$ cat src/rtl/frame_fetch_scheduler.sv
// Burst-read sequencer for one source frame in DDR, paced by pixel-FIFO space and restarted on VTG vsync.
// Build with DOUBLE_BUFFER_EN defined to alternate between frame_base and frame_base_alt on swap_req.
module frame_fetch_scheduler #(
  parameter int FRAME_PIXELS = 76800,
  parameter int BURST_PIXELS = 64,
  parameter int FIFO_DEPTH   = 1024,
  parameter int FIFO_AW      = 10,
  parameter int ADDR_W       = 32
) (
  input  logic              clk,
  input  logic              rst,
  input  logic              enable,
  input  logic [ADDR_W-1:0] frame_base,
  input  logic [ADDR_W-1:0] frame_base_alt,
  input  logic              swap_req,
  input  logic              vsync_in,
  input  logic [FIFO_AW:0]  fifo_level,
  input  logic              fifo_empty,
  input  logic              fifo_rd_en,
  output logic              cmd_valid,
  input  logic              cmd_ready,
  output logic [ADDR_W-1:0] cmd_addr,
  output logic [7:0]        cmd_len,
  input  logic              rd_done,
  output logic              fifo_flush,
  output logic              frame_active,
  output logic              underflow,
  output logic              late_frame
);

  localparam int BURSTS = FRAME_PIXELS / BURST_PIXELS;
  localparam int CNT_W  = $clog2(BURSTS + 1);

  localparam logic [2:0] IDLE       = 3'd0;
  localparam logic [2:0] FLUSH      = 3'd1;
  localparam logic [2:0] WAIT_SPACE = 3'd2;
  localparam logic [2:0] ISSUE      = 3'd3;
  localparam logic [2:0] WAIT_DONE  = 3'd4;
  localparam logic [2:0] DONE       = 3'd5;

  logic [2:0]         state_reg, state_next;
  logic [ADDR_W-1:0]  addr_reg, addr_next;
  logic [CNT_W-1:0]   cnt_reg, cnt_next;
  logic               late_reg, late_next;
  logic               restart_reg, restart_next;
  logic               vsync_d_reg;
  logic               underflow_reg;
  logic               fs;
  logic [FIFO_AW+1:0] space;
  logic               space_ok;
  logic [ADDR_W-1:0]  base_sel;

  assign fs       = vsync_d_reg & ~vsync_in;
  assign space    = (FIFO_AW+2)'(FIFO_DEPTH) - {1'b0, fifo_level};
  assign space_ok = space >= (FIFO_AW+2)'(BURST_PIXELS);

`ifdef DOUBLE_BUFFER_EN
  logic buf_sel_reg;
  logic swap_pending_reg;
  logic buf_sel_flush;

  // The buffer chosen at FLUSH already reflects a swap requested before this frame.
  assign buf_sel_flush = buf_sel_reg ^ swap_pending_reg;
  assign base_sel      = buf_sel_flush ? frame_base_alt : frame_base;

  always_ff @(posedge clk) begin
    if (rst) begin
      buf_sel_reg      <= 1'b0;
      swap_pending_reg <= 1'b0;
    end else if (state_reg == FLUSH) begin
      buf_sel_reg      <= buf_sel_flush;
      swap_pending_reg <= swap_req;
    end else if (swap_req) begin
      swap_pending_reg <= 1'b1;
    end
  end
`else
  logic unused_inputs;
  assign unused_inputs = ^{frame_base_alt, swap_req};
  assign base_sel      = frame_base;
`endif

  always_comb begin
    state_next   = state_reg;
    addr_next    = addr_reg;
    cnt_next     = cnt_reg;
    late_next    = late_reg;
    restart_next = restart_reg;
    case (state_reg)
      IDLE: begin
        if (enable && fs) state_next = FLUSH;
      end
      FLUSH: begin
        addr_next    = base_sel;
        cnt_next     = '0;
        restart_next = 1'b0;
        state_next   = WAIT_SPACE;
      end
      WAIT_SPACE: begin
        if (!enable) begin
          state_next = IDLE;
        end else if (fs) begin
          late_next  = 1'b1;
          state_next = FLUSH;
        end else if (space_ok) begin
          state_next = ISSUE;
        end
      end
      ISSUE: begin
        if (cmd_ready) begin
          state_next = WAIT_DONE;
          if (fs) begin
            late_next    = 1'b1;
            restart_next = 1'b1;
          end
        end else if (fs) begin
          late_next  = 1'b1;
          state_next = FLUSH;
        end
      end
      WAIT_DONE: begin
        if (fs) begin
          late_next    = 1'b1;
          restart_next = 1'b1;
        end
        // A late vsync discards the in-flight burst's count once its data has landed.
        if (rd_done) begin
          if (restart_reg || fs) begin
            state_next = FLUSH;
          end else begin
            cnt_next  = cnt_reg + CNT_W'(1);
            addr_next = addr_reg + ADDR_W'(BURST_PIXELS * 2);
            if (cnt_reg == CNT_W'(BURSTS - 1)) state_next = DONE;
            else if (!enable)                  state_next = IDLE;
            else                               state_next = WAIT_SPACE;
          end
        end
      end
      DONE: begin
        if (enable && fs)  state_next = FLUSH;
        else if (!enable)  state_next = IDLE;
      end
      default: state_next = IDLE;
    endcase
  end

  always_ff @(posedge clk) begin
    if (rst) begin
      state_reg     <= IDLE;
      addr_reg      <= '0;
      cnt_reg       <= '0;
      late_reg      <= 1'b0;
      restart_reg   <= 1'b0;
      vsync_d_reg   <= 1'b0;
      underflow_reg <= 1'b0;
    end else begin
      state_reg     <= state_next;
      addr_reg      <= addr_next;
      cnt_reg       <= cnt_next;
      late_reg      <= late_next;
      restart_reg   <= restart_next;
      vsync_d_reg   <= vsync_in;
      underflow_reg <= underflow_reg | (fifo_rd_en & fifo_empty & frame_active);
    end
  end

  assign cmd_valid    = (state_reg == ISSUE);
  assign fifo_flush   = (state_reg == FLUSH);
  assign frame_active = (state_reg == FLUSH) || (state_reg == WAIT_SPACE) ||
                        (state_reg == ISSUE) || (state_reg == WAIT_DONE);
  assign cmd_addr     = addr_reg;
  assign cmd_len      = 8'(BURST_PIXELS - 1);
  assign underflow    = underflow_reg;
  assign late_frame   = late_reg;

endmodule

$ cat config.mk
export PLATFORM = sky130hd
export DESIGN_NAME = frame_fetch_scheduler
export DESIGN_NICKNAME = d
export VERILOG_FILES = /design/src/rtl/frame_fetch_scheduler.sv
export SDC_FILE = /design/constraint.sdc
export NUM_CORES = 1
export LEC_CHECK = 0
export CORE_ASPECT_RATIO = 0.7
export CORE_UTILIZATION = 46
export DETAILED_ROUTE_END_ITERATION = 10
export PLACE_DENSITY_LB_ADDON = 0.05
export SETUP_SLACK_MARGIN = 0.5
export SLEW_MARGIN = 20
export SYNTH_ARGS = -nofsm -noshare
export SYNTH_HDL_FRONTEND = slang
export SYNTH_SLANG_ARGS = --single-unit
$ cat constraint.sdc
create_clock -name clk -period 3.3 [get_ports clk]
set_input_delay 0.66 -clock clk [delete_from_list [all_inputs] [get_ports clk]]
set_output_delay 0.66 -clock clk [all_outputs]
set_load 0.01 [all_outputs]
After elaboration in Yosys (flattened, before gate mapping)
Cells that the tools add are included.
Storage, ports and cells
  flip-flop bits (word level): 50
  word-level logic and storage cells: 69
Operators by class
  $add $sub $neg: 3
  order comparisons: 1
  eq/ne operators: 14
  muxes and demuxes: 25
  bitwise operators: 5
  reductions and logical operators: 14
Operators by type and width (number)
  32-bit two-way mux: 2
  32-bit one-hot mux with 2 select lines: 1
  3-bit two-way mux: 11
  32-bit by 8-bit adder with 32-bit output, second input constant: 1
  11-bit two-way mux: 2
  11-bit one-hot mux with 2 select lines: 1
  3-bit one-hot mux with 6 select lines: 1
  12-bit by 7-bit greater-or-equal comparator with 1-bit output, second input constant: 1
  11-bit by 11-bit subtractor with 12-bit output, first input constant: 1
  11-bit by 1-bit adder with 11-bit output, second input constant: 1
  11-bit == test, second input constant: 1
  2-bit inequality test, second input constant: 4
  3-bit by 2-bit == test with 1-bit output, second input constant: 2
  3-bit == test, second input constant: 2
  5-bit AND reduction: 1
  1-bit logical OR: 4
  1-bit two-way mux: 4
  4-bit inequality test, second input constant: 1
  2-bit AND reduction: 2
  2-bit nonzero test: 2
  1-bit AND: 3
  3-bit by 1-bit == test with 1-bit output, second input constant: 1
  3-bit logical NOT: 1
  3-bit by 1-bit inequality test with 1-bit output, second input constant: 1
  11 further kinds: 11

Longest topological paths before layout
Gate-level depths: netlist (run 1).
  word-level depth: 6
  mapped depth: 9

Least setup slack after synthesis (run 1)
No wires, ideal clock.
  path type: in2reg
  start: in fifo_level[5]
  end: reg state_reg[1]
  setup time: 0.132 ns
  arrival time: 2.296 ns
  slack: 0.871 ns
  stages on the path: 5
  buffers on the path: 0
  cell sequence: or4_4 > or4_4 > a2111oi_4 > or2_2 > a211oi_2
Between the ends
  cells in the longest elaborated chain, start to end: 4
Ends and longest elaborated chain
  start: declaration: RTL line 17  | input logic [FIFO_AW:0] fifo_level,
  11-bit by 11-bit subtractor with 12-bit output: RTL line 54  | assign space = (FIFO_AW+2)'(FIFO_DEPTH) - {1'b0, fifo_level};
  12-bit by 7-bit greater-or-equal comparator with 1-bit output: RTL line 55  | assign space_ok = space >= (FIFO_AW+2)'(BURST_PIXELS);
  4-bit inequality test (no source line)
  5-bit AND reduction (no source line)
  end signal: assignment: RTL line 157  | state_reg <= state_next;
  end: declaration: RTL line 41  | logic [2:0] state_reg, state_next;
No other way between the ends.
A chain may end at the register's enable or synchronous reset.

Worst setup path after layout (run 1)
  start: reg state_reg[0]
  end: out fifo_flush
Between the ends
  cells in the longest elaborated chain, start to end: 1
Ends and longest elaborated chain
  3-bit by 1-bit == test with 1-bit output: RTL line 168  | assign fifo_flush = (state_reg == FLUSH);
  end: declaration: RTL line 25  | output logic fifo_flush,
No other way between the ends.

==> flow_summary.toml, run 1 <==
[synth]
synth-edff-count = 0
synth.avg_cell_area_sq_um = 7.54
yosysTopAreaCell = "dfxtp_1"
ys_seq_area_frac = 0.331
synthFlopType = "dfxtp_1"
synthesis.area_sq_um = 3020
synth_top_area_share = 0.331
synthCells = 401
yosysUniqueCellTypes = 60
async_flop_share = 0
yosys_warnings = 0
synth_seq_cells = 50
synth.area.top_cells = "dfxtp_1 33%, a21oi_1 5.8%, nand2_1 5.7%, nor2_1 4.6%, o21ai_0 3.1%"

[finish]
fillers = 594
final_common_cell = "clkdlybuf4s50_1"
syn_to_final_growth_pct = 31.8
drive_gt1_frac = 0.0695
num-nets-final = 561
largest_reg_flops = 32
final_cell_mix = "86 x clkdlybuf4s50_1, 48 x dfxtp_1, 46 x nand2_1, 37 x nor2_1, 35 x a21oi_1"
multi_input_area_sq_um = 1830
instances_no_fill = 553
regArea_sq_um = 1000
antennaDiodeCount = 0
final_util = 0.635

[critical_path]
worst_ep_arrival_time_ns = 1.98
crit_fanout = 16
worstSetupStartpointType = "flop"
crit_family = "buffers and inverters"
crit_buf_inv = 2
endpoint_kind = "output pin"
required_ns = 2.64
max_stage_delay_ns = 0.57
path_cells = "nor2b_1, nand2_1, clkinvlp_4, clkdlybuf4s50_1"
crit_slowest_cell = "clkdlybuf4s50_1"
path_class = "flop to output pin"

[power]
ir_worst_vdd_mv = 0.274
pwr-share-seq = 0.388
internal_power_mw = 1.36
p_comb_frac = 0.457
swShare = 0.392
pwr-share-clk = 0.155
leakage_nw = 1.32
cellPowerDensity_nw_per_um2 = 560
p_sw_uw = 874

[place]
dp_hpwl_mm = 6.13
port_buffers = 87
gp_congestion = 0.899
placed_cells = 546
place_worst_setup_slack_ns = 0.354

[global_routing]
grt_pass1_vias = 2901
antenna_found_initial = 0
grt_pass1_wl_mm = 13.8
grt_overflow = 0
grt_use_total = 0.247
gr-max-usage-layer = "met2"
grt_max_degree = 39
use_met1 = 0.352
grt_util_met3 = 0.0393
gr-usage-met2 = 0.395

[sta]
max-slew-margin-rel = 0.563
finalSetupTns_ns = 0
fmax_mhz = 378
setup_violations = 0
worst_pin_slew_ns = 0.655
drv_slew = 0
hold_slack_ns = 0.457
min_period_over_period = 0.801
postLayoutSetupSlackWorst_ns = 0.657
fin_skew_ns = 0.0118
hold_viol = 0
period_needed_ns = 2.64
rsz0062_at_grt = "false"

[die]
die_w_um = 98.9
ios = 129
initial_utilization = 0.481
die_area_sq_um = 6900
core_area_sq_um = 6280
fp.dieH_um = 69.8
rows = 24

[clock_tree]
ctsHoldBuffers = 0
cts_tree = "built"
clockRootBuffer = "clkbuf_8"
numClockSinks = 50
htreeDepth = 2
clk_pin_slew_ns = 0.09
cts_setup_buffers = 0
clock_latency_ns = 0.31
cts_buffers = 5
ctsLongestPathBuffers = 2

[drt]
post-route-drc-count = 0
first_pass_iters = 4
wl_per_cell_um = 15.3
num_vias = 3241
detail_route.vias_per_cell = 5.86
drtIter0Drc = 228
ant_nets = 0
wl_mm = 8.44

[run_status]
status = "completed"

[min_path]
hold_path_class = "flop to flop"

[job]
drv_cap = 0
layout make-up:
class,instances,share of cell area
clock buffer,7,0.0192
inverter,6,0.00660
multi-input combinational,314,0.460
sequential,50,0.252
tap,78,0.0245
timing repair buffer,98,0.238
Yosys cell counts (5+ instances only):
library cell / n
buf_2: 6
nor2_1: 37
nor3_1: 16
nand2b_1: 9
or3_1: 6
nand4_1: 11
buf_4: 11
nand2_1: 46
o21ai_0: 19
nand3_1: 16
a31oi_1: 8
inv_1: 6
clkbuf_1: 18
or4_1: 5
xnor2_1: 5
and3_1: 5
a21oi_1: 35
a211oi_1: 6
nor4_1: 5
dfxtp_1: 50
o211ai_1: 5
metrics by stage:
stage	instance area (sq um)	power, mW
2_1_floorplan	3040	1.41
3_3_place_gp	3900	1.86
3_5_place_dp	3900	1.89
4_1_cts	3980	2.24
5_1_grt	3980	2.37
6_report	3980	2.23
final timing paths:
check	from	to	slack, ns	cells after the start
max	state_reg[0]	fifo_flush	0.66	4
min	cmd_addr[1]	cmd_addr[1]	0.46	2
max reg2reg	cmd_addr[7]	cmd_addr[29]	0.85	6
min reg2reg	cmd_addr[1]	cmd_addr[1]	0.46	2
routing by layer:
metal  share of wire  wire length [um]
met3           0.060               505
met5               0                 0
met4          0.0073                62
met2            0.45              3770
met1            0.49              4110
logic make-up (layout without fill, tap and decap cells):
family                   count (synthesis)  in the layout  share of synthesized area
XOR/XNOR                                 9              9                     0.0261
buffers and inverters                   43            111                     0.0700
flip-flops                              50             50                      0.331
AND/OR/NAND/NOR                        190            190                      0.333
AO/OA/AOI/OAI                          104            104                      0.226
adder cells (fa/ha/maj)                  2              2                    0.00828
multiplexers                             1              1                    0.00331
other                                    2              8                    0.00249
worst register-to-register path, stage by stage, from the launching register on:
cell and delay [ns]:
dfxtp_1 0.44, ha_1 0.26, and4_1 0.38, nand2_1 0.20, or3_1 0.45, or4_1 0.49
a31oi_1 0.16
power groups by stage:
stage / sequential, mW / clock [mW] / combinational (mW)
global route: 0.884 / 0.379 / 1.10
floorplan: 0.877 / 0 / 0.538
CTS: 0.863 / 0.358 / 1.01
global placement: 0.871 / 0 / 0.990
finish: 0.867 / 0.346 / 1.02
detailed placement: 0.875 / 0 / 1.01
repair_timing:
action,4_1_cts,5_1_grt
gates resized for setup,1,2
endpoints found under the setup margin,1,1
hold endpoints to repair,0,0
Note: power is estimated with default switching activity, not from simulation.
==> run 2, diff against run 1 <==
--- a/config.mk
+++ b/config.mk
@@ -6,7 +6,7 @@
 export NUM_CORES = 1
 export LEC_CHECK = 0
 export CORE_ASPECT_RATIO = 0.7
-export CORE_UTILIZATION = 46
+export CORE_UTILIZATION = 43
 export DETAILED_ROUTE_END_ITERATION = 10
 export PLACE_DENSITY_LB_ADDON = 0.05
 export SETUP_SLACK_MARGIN = 0.5
==> constraint.sdc (replaced) <==
create_clock -name clk -period 2.75 [get_ports clk]
set_input_delay 0.55 -clock clk [delete_from_list [all_inputs] [get_ports clk]]
set_output_delay 0.55 -clock clk [all_outputs]
set_load 0.01 [all_outputs]
==> run 2 against run 1 <==
Compared with the run above:
- first-iteration DRC count down 9.2%
- sequential power up 19%
- clock power up 45%
- clock-buffer cell count up 1
- register-to-register slack worse by 0.25 ns
- critical path type is now input port to flop
==> flow_summary.toml, run 2 (synthesis results as in run 1) <==
[power]
power_mw = 2.92
pwr-share-seq = 0.353
p_comb_frac = 0.476
swShare = 0.377
pwr-share-clk = 0.171
leakage_nw = 1.47
internal_power_mw = 1.82
p_sw_mw = 1.10
ir_worst_vdd_mv = 0.329
cellPowerDensity_nw_per_um2 = 696

[die]
rows = 25
initial_utilization = 0.447
die_w_um = 102
die_area_sq_um = 7370
ios = 129
core_area_sq_um = 6760
fp.dieH_um = 72.1

[clock_tree]
clock_latency_ns = 0.31
ctsLongestPathBuffers = 2
cts_buffers = 5
cts_tree = "built"
htreeDepth = 2
numClockSinks = 50
clockRootBuffer = "clkbuf_8"
ctsHoldBuffers = 0
clk_pin_slew_ns = 0.09

[finish]
largest_reg_flops = 32
drive_gt1_frac = 0.115
fillers = 616
num-nets-final = 571
final_common_cell = "clkdlybuf4s50_1"
final_cell_mix = "77 x clkdlybuf4s50_1, 48 x dfxtp_1, 46 x nand2_1, 35 x nor2_1, 34 x a21oi_1"
multi_input_area_sq_um = 1880
final_util = 0.621
antennaDiodeCount = 0
syn_to_final_growth_pct = 39.0
regArea_sq_um = 1010

[critical_path]
endpoint_kind = "flop"
crit_fanout = 7
worstSetupStartpointType = "input port"
worst_ep_arrival_time_ns = 2.44
required_ns = 2.99
path_class = "input port to flop"

[min_path]
hold_path_class = "flop to flop"

[global_routing]
grt_overflow = 0
antenna_found_initial = 0
grt_max_degree = 33
grt_use_total = 0.243
grt_pass1_wl_mm = 14.1
grt_pass1_vias = 2984

[run_status]
status = "completed"

[sta]
max-slew-margin-rel = 0.655
drv_slew = 0
fmax_mhz = 454
hold_viol = 0
period_needed_ns = 2.20
worst_pin_slew_ns = 0.516
setup_violations = 0
min_period_over_period = 0.800
fin_skew_ns = 0.00694
hold_slack_ns = 0.459
rsz0062_at_grt = "false"

[drt]
ant_nets = 0
wl_per_cell_um = 15.2
drtIter0Drc = 207
first_pass_iters = 5
post-route-drc-count = 0
detail_route.vias_per_cell = 5.67
wl_mm = 8.80
num_vias = 3288

[place]
dp_hpwl_mm = 6.40
gp_congestion = 0.908
port_buffers = 87

[job]
drv_cap = 0
run 2: changes by cell type in the layout (fill, tap and decap cells not counted), moves of 3 or more:
cell and delta:
clkbuf_8 +3, clkdlybuf4s50_1 -9, buf_4 +7, clkdlybuf4s15_1 +5
run 2: per-layer routing:
layer	global-route usage	wire, um
met5	0	0
met4	0.0635	68
met3	0.0366	615
met2	0.363	3700
met1	0.364	4420
run 2: what timing repair did:
action | in CTS | in global routing
gates cloned | 0 | 0
gates resized for setup | 17 | 18
setup buffers | 3 | 0
hold endpoints to repair | 0 | 0
pin swaps | 5 | 8
endpoints found under the setup margin | 6 | 13
run 2: metrics by stage:
stage               worst slack, ns  area [sq um]  std cells  TNS [ns]
floorplan                     0.477          3050        407         0
global placement            0.00525          4010        569         0
detailed placement         -0.00256          4010        569  -0.00256
CTS                           0.500          4150        580         0
global route                  0.489          4200        580         0
finish                        0.549          4200        580         0
run 2: worst max-delay path: stages:
cell and delay [ns]:
clkdlybuf4s50_1 0.50, nor2b_2 0.10, or4_1 0.65, or4_1 0.45
a31oi_1 0.18
run 2: area by class of cell:
type	count	share of cell area
multi-input combinational	314	0.449
timing repair buffer	108	0.252
sequential	50	0.240
tap	94	0.0280
clock buffer	8	0.0262
inverter	6	0.00536
run 2: final timing paths:
kind                            cells past startpoint    startpoint  slack (ns)      endpoint
worst max-delay path                                5      vsync_in        0.55  cmd_addr[27]
worst min-delay path                                2   cmd_addr[3]        0.46   cmd_addr[3]
worst max register to register                      7  state_reg[0]        0.60  cmd_addr[31]
worst min register to register                      2   cmd_addr[3]        0.46   cmd_addr[3]
run 2: power by group through the flow:
stage	Clock [mW]	Combinational, mW	Sequential, mW
4_1_cts	0.514	1.36	1.02
3_3_place_gp	0	1.27	1.05
2_1_floorplan	0	0.652	1.05
3_5_place_dp	0	1.29	1.05
5_1_grt	0.549	1.51	1.05
6_report	0.501	1.39	1.03
==> run 3, diff against run 2 <==
==> constraint.sdc (replaced) <==
create_clock -name clk -period 2.2 [get_ports clk]
set_input_delay 0.44 -clock clk [delete_from_list [all_inputs] [get_ports clk]]
set_output_delay 0.44 -clock clk [all_outputs]
set_load 0.01 [all_outputs]
==> run 3 against run 2 <==
Compared with the run above:
- clock-buffer cell count fell by 1
- via count grew 7.6%
- flip-flop and latch count unchanged
- cell count rose by 8.4%
- hold slack worse by 0.037 ns
- register-to-register slack worse by 0.30 ns
- final area increased by 15%
- worst setup slack got worse by 0.38 ns
- sequential share of layout area is 1.9 points lower
- global-route usage rose by 1.6 points
- critical path depth grew 1
- non-clock buffer count grew 49
- critical path type unchanged
- highest routed layer unchanged
==> flow_summary.toml, run 3 (synthesis results as in run 1) <==
[critical_path]
crit_fanout = 3
crit_buf_inv = 1
worst_ep_arrival_time_ns = 2.22
crit_slowest_cell = "or4b_4"
endpoint_kind = "flop"
worstSetupStartpointType = "input port"
path_cells = "buf_6, or4b_4, or4_4, a2111oi_4, or3_2, a21oi_1"
required_ns = 2.39
crit_family = "simple AND/OR/NAND/NOR gates"
path_class = "input port to flop"
max_stage_delay_ns = 0.52

[finish]
largest_reg_flops = 32
instances_no_fill = 629
fillers = 539
antennaDiodeCount = 0
syn_to_final_growth_pct = 59.2
final_common_cell = "buf_4"
drive_gt1_frac = 0.286
finalInstanceArea_sq_um = 4810
final_cell_mix = "57 x buf_4, 55 x clkdlybuf4s50_1, 44 x nand2_1, 35 x a21oi_1, 34 x nor2_1"
num-nets-final = 620

[die]
rows = 25
fp.dieH_um = 72.1
initial_utilization = 0.447
die_area_sq_um = 7370
die_w_um = 102
ios = 129
core_area_sq_um = 6760

[place]
placed_cells = 583
port_buffers = 87
placed_area_sq_um = 4170
dp_hpwl_mm = 6.59
gp_congestion = 0.852

[clock_tree]
clock_latency_ns = 0.31
ctsHoldBuffers = 0
htreeDepth = 2
ctsLongestPathBuffers = 2
clockRootBuffer = "clkbuf_8"
clk_pin_slew_ns = 0.09
cts_buffers = 5
numClockSinks = 50
cts_tree = "built"

[sta]
fmax_mhz = 493
drv_slew = 0
finalSetupTns_ns = 0
worst_pin_slew_ns = 0.506
rsz0062_at_grt = "true"
setup_violations = 0
min_period_over_period = 0.922
max-slew-margin-rel = 0.662
period_needed_ns = 2.03
hold_viol = 0
fin_skew_ns = 0.0108

[drt]
ant_nets = 0
detail_route.vias_per_cell = 5.62
wl_mm = 9.94
first_pass_iters = 5
post-route-drc-count = 0
num_vias = 3538
wl_per_cell_um = 15.8
drtIter0Drc = 261

[job]
drv_cap = 0

[power]
cellPowerDensity_nw_per_um2 = 856
ir_worst_vdd_mv = 0.370
leakage_nw = 1.99

[global_routing]
grt_use_total = 0.260
grt_pass1_vias = 3125
grt_pass1_wl_mm = 15.0
grt_overflow = 0
grt_max_degree = 39
antenna_found_initial = 0

[run_status]
status = "completed"

[min_path]
hold_path_class = "input port to flop"
run 3: layout make-up:
type,instances,area (sq um),share of cell area
Inverter,6,22.5,0.00468
Clock buffer,7,86.3,0.0180
Sequential cell,50,1060,0.221
Tap cell,94,118,0.0245
Multi-Input combinational cell,314,2030,0.421
Timing Repair Buffer,157,1490,0.310
Clock inverter,1,5.00,0.00104
run 3: per-layer routing:
layer / wire length [um] / up-vias / GRT usage / share of wire
met4: 132 / 0 / 0.0651 / 0.013
met5: 0 / - / 0 / 0
met2: 4490 / 161 / 0.402 / 0.45
li1: - / 1714 / - / -
met3: 809 / 16 / 0.0501 / 0.081
met1: 4510 / 1647 / 0.370 / 0.45
run 3: worst reg2reg max path, cell delays in order (launching register included):
cell and delay (ns):
dfxtp_4 0.38, buf_4 0.14, or3b_4 0.45, or3_1 0.31, or4_1 0.47, nand3_1 0.09
run 3: per-stage QoR:
step                      worst slack [ns]  hold slack (ns)  utilization  total power [mW]
after floorplan                     0.0373            0.440            -              2.17
after CTS                            0.152            0.463        0.661              3.80
after detailed placement            -0.460            0.450        0.617              3.00
final                                0.172            0.423        0.712              4.12
after global placement              -0.426            0.441        0.617              2.97
after global routing                 0.106            0.449        0.712              4.37
run 3: worst paths after layout:
kind | to | startpoint | cells after the start | slack, ns
setup / recovery | state_reg[2] | fifo_level[9] | 6 | 0.17
setup reg to reg | cmd_addr[31] | state_reg[0] | 5 | 0.30
hold reg to reg | cmd_addr[5] | cmd_addr[5] | 2 | 0.46
hold / removal | vsync_d_reg | vsync_in | 2 | 0.42
run 3: timing repair:
item,in CTS,in global routing
cloned,1,0
setup endpoints to repair,56,58
pin swaps,12,18
gates resized for setup,72,55
buffers inserted,13,24
run 3: power breakdown:
part,internal [mW],switching [mW],total [mW]
clock network,0.255,0.322,0.577
logic,1.17,1.03,2.20
registers,1.13,0.215,1.34
